File: src/rtl/brr_encoder_if.sv
// brr_encoder_if: sample stream and RAM write port of the BRR encoder
interface brr_encoder_if;
  logic signed [15:0] sample_in;
  logic sample_valid;
  logic sample_ready;
  logic last_block;
  logic loop_flag;
  logic [15:0] ram_address;
  logic [7:0] ram_data_out;
  logic ram_write_request;
  logic ram_write_ack;
  modport master (
    output sample_in, sample_valid, last_block, loop_flag, ram_write_ack,
    input sample_ready, ram_address, ram_data_out, ram_write_request
  );
  modport slave (
    input sample_in, sample_valid, last_block, loop_flag, ram_write_ack,
    output sample_ready, ram_address, ram_data_out, ram_write_request
  );
endinterface

File: src/rtl/brr_encoder.sv
// brr_encoder: packs 16-sample PCM blocks into 9-byte filter-0 BRR blocks written to RAM
module brr_encoder #(
  parameter int MAX_SHIFT = 12
) (
  input logic clock,
  input logic reset,
  input logic start,
  input logic [15:0] start_address,
  output logic busy,
  output logic done,
  brr_encoder_if.slave bus
);
  typedef enum logic [2:0] {IDLE, COLLECT, SHIFT, WRITE_HEADER, WRITE_DATA} state_t;
  state_t state, state_n;
  logic signed [15:0] smp [16];
  logic signed [15:0] mn, mx, lo, hi;
  logic [15:0] ptr;
  logic [3:0] cnt, shift, shift_n;
  logic [2:0] idx;
  logic end_c, loop_c, take, ack, req, last_ack;
  logic [7:0] header, data_byte;
  function automatic logic [3:0] nibble(input logic signed [15:0] x, input logic [3:0] s);
    logic signed [15:0] v;
    v = x >>> s;
    return v > 16'sd7 ? 4'h7 : v < -16'sd8 ? 4'h8 : v[3:0];
  endfunction
  assign take = state == COLLECT && bus.sample_valid;
  assign req = state == WRITE_HEADER || state == WRITE_DATA;
  assign ack = req && bus.ram_write_ack;
  assign last_ack = state == WRITE_DATA && ack && idx == 3'd7;
  assign lo = cnt == 4'd0 || bus.sample_in < mn ? bus.sample_in : mn;
  assign hi = cnt == 4'd0 || bus.sample_in > mx ? bus.sample_in : mx;
  assign header = {shift, 2'b00, loop_c, end_c};
  assign data_byte = {nibble(smp[{idx, 1'b0}], shift), nibble(smp[{idx, 1'b1}], shift)};
  assign bus.sample_ready = state == COLLECT;
  assign bus.ram_write_request = req;
  assign bus.ram_address = req ? ptr : '0;
  assign bus.ram_data_out = state == WRITE_HEADER ? header : state == WRITE_DATA ? data_byte : '0;
  assign busy = state != IDLE;
  // smallest shift that fits both extremes into a signed nibble
  always_comb begin
    shift_n = 4'(MAX_SHIFT);
    for (int i = MAX_SHIFT; i >= 0; i--)
      if ((mx >>> i) <= 16'sd7 && (mn >>> i) >= -16'sd8) shift_n = 4'(i);
  end
  always_comb begin
    state_n = state;
    case (state)
      IDLE: state_n = start ? COLLECT : IDLE;
      COLLECT: state_n = take && cnt == 4'd15 ? SHIFT : COLLECT;
      SHIFT: state_n = WRITE_HEADER;
      WRITE_HEADER: state_n = ack ? WRITE_DATA : WRITE_HEADER;
      WRITE_DATA: state_n = last_ack ? (end_c ? IDLE : COLLECT) : WRITE_DATA;
      default: state_n = IDLE;
    endcase
  end
  always_ff @(posedge clock) state <= reset ? IDLE : state_n;
  always_ff @(posedge clock) if (take) smp[cnt] <= bus.sample_in;
  always_ff @(posedge clock) begin
    if (reset) begin
      ptr <= '0;
      cnt <= '0;
      mn <= '0;
      mx <= '0;
      idx <= '0;
      shift <= '0;
      end_c <= 1'b0;
      loop_c <= 1'b0;
      done <= 1'b0;
    end else begin
      done <= last_ack && end_c;
      if (state == IDLE && start) ptr <= start_address;
      if (take) begin
        cnt <= cnt + 4'd1;
        mn <= lo;
        mx <= hi;
        if (cnt == 4'd15) begin
          end_c <= bus.last_block;
          loop_c <= bus.loop_flag & bus.last_block;
        end
      end
      if (state == SHIFT) begin
        shift <= shift_n;
        idx <= '0;
      end
      if (ack) begin
        ptr <= ptr + 16'd1;
        if (state == WRITE_DATA) idx <= idx + 3'd1;
      end
    end
  end
endmodule

File: src/flat_wrapper.sv
// flat-port wrapper written by rule: the top's interface ports become plain ports
module brr_encoder_flat 
#(
  parameter int MAX_SHIFT = 12
)
  (clock, reset, start, start_address, busy, done, bus_sample_in, bus_sample_valid, bus_last_block, bus_loop_flag, bus_ram_write_ack, bus_sample_ready, bus_ram_address, bus_ram_data_out, bus_ram_write_request);
  brr_encoder_if bus_i ();
  input logic clock;
  input logic reset;
  input logic start;
  input logic [15:0] start_address;
  output logic busy;
  output logic done;
  input wire logic [$bits(bus_i.sample_in)-1:0] bus_sample_in;
  input wire logic [$bits(bus_i.sample_valid)-1:0] bus_sample_valid;
  input wire logic [$bits(bus_i.last_block)-1:0] bus_last_block;
  input wire logic [$bits(bus_i.loop_flag)-1:0] bus_loop_flag;
  input wire logic [$bits(bus_i.ram_write_ack)-1:0] bus_ram_write_ack;
  output wire logic [$bits(bus_i.sample_ready)-1:0] bus_sample_ready;
  output wire logic [$bits(bus_i.ram_address)-1:0] bus_ram_address;
  output wire logic [$bits(bus_i.ram_data_out)-1:0] bus_ram_data_out;
  output wire logic [$bits(bus_i.ram_write_request)-1:0] bus_ram_write_request;
  assign bus_i.sample_in = bus_sample_in;
  assign bus_i.sample_valid = bus_sample_valid;
  assign bus_i.last_block = bus_last_block;
  assign bus_i.loop_flag = bus_loop_flag;
  assign bus_i.ram_write_ack = bus_ram_write_ack;
  assign bus_sample_ready = bus_i.sample_ready;
  assign bus_ram_address = bus_i.ram_address;
  assign bus_ram_data_out = bus_i.ram_data_out;
  assign bus_ram_write_request = bus_i.ram_write_request;
  brr_encoder #(.MAX_SHIFT(MAX_SHIFT)) u_core (.clock(clock), .reset(reset), .start(start), .start_address(start_address), .busy(busy), .done(done), .bus(bus_i));
endmodule
File: config.mk
export PLATFORM = sky130hd
export DESIGN_NAME = brr_encoder_flat
export DESIGN_NICKNAME = d
export VERILOG_FILES = /design/src/rtl/brr_encoder_if.sv /design/src/rtl/brr_encoder.sv /design/src/flat_wrapper.sv
export SDC_FILE = /design/constraint.sdc
export NUM_CORES = 1
export LEC_CHECK = 0
export CAP_MARGIN = 10
export CELL_PAD_IN_SITES_DETAIL_PLACEMENT = 0
export CELL_PAD_IN_SITES_GLOBAL_PLACEMENT = 1
export CORE_ASPECT_RATIO = 1.4
export CORE_MARGIN = 8
export CORE_UTILIZATION = 26
export CTS_BUF_LIST = sky130_fd_sc_hd__clkbuf_8
export DETAILED_ROUTE_END_ITERATION = 12
export PLACE_DENSITY = 0.47
export SLEW_MARGIN = 40
export SYNTH_ARGS = -nofsm -noshare
export SYNTH_HDL_FRONTEND = slang
export SYNTH_SLANG_ARGS = --single-unit
File: constraint.sdc
create_clock -name clock -period 5.5 [get_ports clock]
set_clock_uncertainty 0.1 [all_clocks]
set_input_delay 0.825 -clock clock [delete_from_list [all_inputs] [get_ports clock]]
set_output_delay 0.825 -clock clock [all_outputs]
set_load 0.02 [all_outputs]
==> metrics.md <==
| Metric | Value |
|---|---|
| Starting Density | 0.262 |
| Library cell appearing most often on the critical path | sky130_fd_sc_hd__mux4_2 |
| Clock transition at path regs | 0.06 ns |
| Die X | around 220 um |
| Final design utilization | 0.316 |
| Maximum vdd drop | 0.000188 V |
| Post-route setup slack | ~0.15 ns |
| Critical hold path startpoint | u_core.mx[1] |
| Beginning of the worst register-to-register path | u_core.state[0] |
| Ratio of routed vias to standard cells | around 5.0 |
| Clock net sink count | between 300 and 400 |
| Critical path type | flip-flop to output pin |
| Peak per-stage delay on the critical path | 0.54 ns |
| Post-synthesis instance area | 0.0156 mm^2 |
| Final Hold Violating Endpoints | 0 |
| Number of cells on the worst hold path | 2 |
| Power per standard cell area | 298 mW/mm^2 |
| Largest net degree at the start of global routing | 66 |
| GR Util All Layers | 0.142 |
| Via count of the first global-routing pass | around 11,000 |
| Worst reg-to-reg path cell count | 10 |
| Die outline height | ~310 um |
| Total number of vias | 10,600 |
| Core area | 0.0595 mm^2 |
| Required @ worst endpoint | ~4.6 ns |
| Antenna violations before repair | 2 |
| Area grow syn2layout | 20.8% |
| Number of buffers created by CTS | 54 |
| Fin nets | 1,388 |
| Synthesized flop and latch total | approximately 320 |
| Starting DRC count in detailed routing | ~540 |
| Area share of the leading cell type in the synthesized netlist | 0.493 |
| Fraction of final layout cells with drive strength greater than 1 | 0.205 |
| Worst Path Max Fanout | 9 |
| Fin crit share | 0.973 |
| Floorplan die area | 0.0681 mm^2 |
| Total number of yosys warnings | 0 |
| Worst reg-to-reg setup slack | approximately 2.1 ns |
| Number of enable-type register cells in the synthesized netlist | 256 |
| Total power of the final layout | 5610 uW |
| Cell types with the highest counts after synthesis | sky130_fd_sc_hd__edfxtp_1, sky130_fd_sc_hd__nor2_1, sky130_fd_sc_hd__nand2_1 |
| HP Class | flip-flop to flip-flop |
| Cell with the most instances after synthesis | sky130_fd_sc_hd__edfxtp_1 |
| Post-route DRC | 0 |
| Mean area per synthesized cell | 13.0 um^2 |
| Synth cell types | 65 |
| Min-Delay Endpoint | u_core.mx[1] |
| Launching element type of the critical path | flip-flop |
| Synthesized instance count | about 1,200 |
| Final count of negative-setup-slack endpoints | 0 |
| End of the worst register-to-register path | u_core.mn[6] |
| Series of cell instances along the critical path | buf_12 > buf_4 > mux4_2 > mux4_2 > mux2i_1 > a21oi_1 > a211o_1 > o41ai_2 > nand2_1 > a22o_1 > clkdlybuf4s50_1 |
| Clock Root Buffer | sky130_fd_sc_hd__clkbuf_8 |
| CP max stage cell | sky130_fd_sc_hd__mux4_2 |
| Leakage power figure | 0.00643 uW |
| Synthesized netlist net count | 1,274 |
| Cells taking the most area after synthesis | sky130_fd_sc_hd__edfxtp_1, sky130_fd_sc_hd__mux4_2, sky130_fd_sc_hd__dfxtp_1 |
| Unrepaired setup endpoints after global routing | no |
| Number of port buffers | 66 |
| Maximum count of clock buffers along a single path | 3 |
| Worst slew margin | 0.453 |
| Depth of the CTS H-tree | 2 |
| Worst-margin pin slew | 0.819 ns |
| Sum of negative setup slack | 0 ns |
| Wire length after detailed routing | 49.1 mm |
| Total grt overflow | 0 |
| Pre-Repair DR Iteration Count | 5 |
| Pins over their slew limit | 0 |
| Sequential cell area fraction in the yosys report | 0.577 |
| Routability congestion estimate | about 0.9 |
| CTS tree | built |
| Clock Latency Late Sink | 0.62 ns |
| Final ANT Viol Nets | 0 |
| Number of core rows | 106 |
| Predominant post-synthesis flop cell | sky130_fd_sc_hd__edfxtp_1 |
| Share of synthesized flip-flops with an asynchronous set or reset | 0 |
| Arrival time of data at the critical path endpoint | 4.42 ns |
| IO Pins | 67 |
| Shortest period the worst path allows | 5.35 ns |
| Sort of element at the end of the critical path | output pin |
| Status | complete, no violations |
| Maximum capacitance violations | 0 |
| Worst slack at placement | roughly 0.48 ns |
| Wirelength per Cell | 23.3 um |
| Total half-perimeter wirelength after legalization and detailed placement | roughly 33 mm |
| F_max | 187 MHz |
| Global-route wire length before repair | 73.3 mm |
| Yosys top cell by area | sky130_fd_sc_hd__edfxtp_1 |
| Number of inserted filler cells in the final layout | 5,934 |
==> per-stage QoR <==
stage                     instance area, um^2  hold WS, ns  instances
after floorplan                         15600        0.332       1197
after global placement                  17400        0.371       2005
after detailed placement                17400        0.382       2005
after CTS                               18800        0.398       2109
after global routing                    18800        0.424       2110
final                                   18800        0.394       2110
==> cell usage in the layout, fill, tap and decap left out, types with 5 or more instances in the layout <==
master / count
sky130_fd_sc_hd__clkbuf_8: 57
sky130_fd_sc_hd__a21oi_1: 63
sky130_fd_sc_hd__clkinv_2: 8
sky130_fd_sc_hd__clkdlybuf4s50_1: 61
sky130_fd_sc_hd__clkinv_1: 7
sky130_fd_sc_hd__mux4_2: 76
sky130_fd_sc_hd__nand2_1: 80
sky130_fd_sc_hd__nand4_1: 24
sky130_fd_sc_hd__nor3_1: 31
sky130_fd_sc_hd__o311ai_0: 16
sky130_fd_sc_hd__o22ai_1: 12
sky130_fd_sc_hd__nor4_1: 6
sky130_fd_sc_hd__edfxtp_1: 256
sky130_fd_sc_hd__buf_12: 6
sky130_fd_sc_hd__a22oi_1: 10
sky130_fd_sc_hd__buf_4: 55
sky130_fd_sc_hd__nor2_2: 7
sky130_fd_sc_hd__a21o_1: 18
sky130_fd_sc_hd__mux2i_1: 47
sky130_fd_sc_hd__o21ai_0: 36
sky130_fd_sc_hd__bufinv_16: 11
sky130_fd_sc_hd__nand3_1: 23
sky130_fd_sc_hd__a31oi_1: 5
sky130_fd_sc_hd__a22o_1: 6
sky130_fd_sc_hd__dfxtp_1: 62
sky130_fd_sc_hd__mux2_2: 30
sky130_fd_sc_hd__nand2b_1: 6
sky130_fd_sc_hd__a211oi_1: 9
sky130_fd_sc_hd__nor2_1: 110
sky130_fd_sc_hd__and3_1: 11
sky130_fd_sc_hd__a221oi_1: 7
sky130_fd_sc_hd__inv_1: 52
sky130_fd_sc_hd__and2_1: 20
sky130_fd_sc_hd__ha_1: 38
==> power by group <==
group | internal, uW | switching [uW]
registers | 2650 | 31.1
logic | 161 | 253
clock network | 1490 | 1030
==> cells by family (layout without fill, tap and decap cells) <==
kind of cell	count (synthesis)	after routing	synth area share
simple gates	348	348	0.105
flops	321	321	0.577
compound gates	218	218	0.0927
mux	154	154	0.162
buf+inv	115	271	0.0308
fa+ha+maj	38	38	0.0305
xor+xnor	3	3	0.00169
other cells	0	1	0
==> flip-flops by register name, indices dropped and copies added (netlist names) <==
register and flops:
u_core.ptr 16, u_core.done 1, u_core.smp 256, u_core.cnt 4, u_core.loop_c 1, u_core.mx 16
u_core.shift 4, u_core.state 3, u_core.idx 3, u_core.mn 16, u_core.end_c 1
==> worst max path at each step <==
| stage | from | endpoint | slack, ns |
|---|---|---|---|
| 6_report | u_core.idx[1] | bus_ram_data_out[1] | 0.15 |
| 2_1_floorplan | u_core.idx[1] | bus_ram_data_out[5] | 1.26 |
| 3_3_place_gp | u_core.idx[1] | bus_ram_data_out[2] | 0.43 |
| 5_1_grt | u_core.idx[1] | bus_ram_data_out[1] | 0.001 |
| 3_5_place_dp | u_core.idx[1] | bus_ram_data_out[5] | 0.48 |
| 4_1_cts | u_core.idx[1] | bus_ram_data_out[2] | 0.02 |
==> area by class of cell <==
type,count,area (um^2),share of cell area
Tap cell,756,946,0.0503
Antenna cell,1,2.50,0.000133
Timing Repair Buffer,130,1270,0.0673
Clock inverter,41,473,0.0251
Clock buffer,57,785,0.0417
Multi-Input combinational cell,761,6180,0.329
Inverter,43,164,0.00871
Sequential cell,321,9000,0.478
==> routing by layer <==
metal | global-route usage | wire length (um) | vias to the layer above
met4 | 0.0431 | 1070 | 0
li1 | - | - | 4881
met2 | 0.276 | 27300 | 211
met3 | 0.0194 | 1520 | 72
met1 | 0.158 | 19300 | 5417
met5 | 0 | 0 | -
==> critical path, delay by kind of cell (launching register included) <==
family	cells	cell delay, ns
mux	3	1.31
compound gates	4	1.17
buf+inv	3	0.81
flops	1	0.42
simple gates	1	0.11
==> repair_timing <==
action,CTS,global route
pin swaps,0,1
hold buffers,0,0
endpoints found under the setup margin,6,5
setup buffers,5,0
cloned,1,0
resized for setup,3,7
Power figures use the tool's default switching activity.
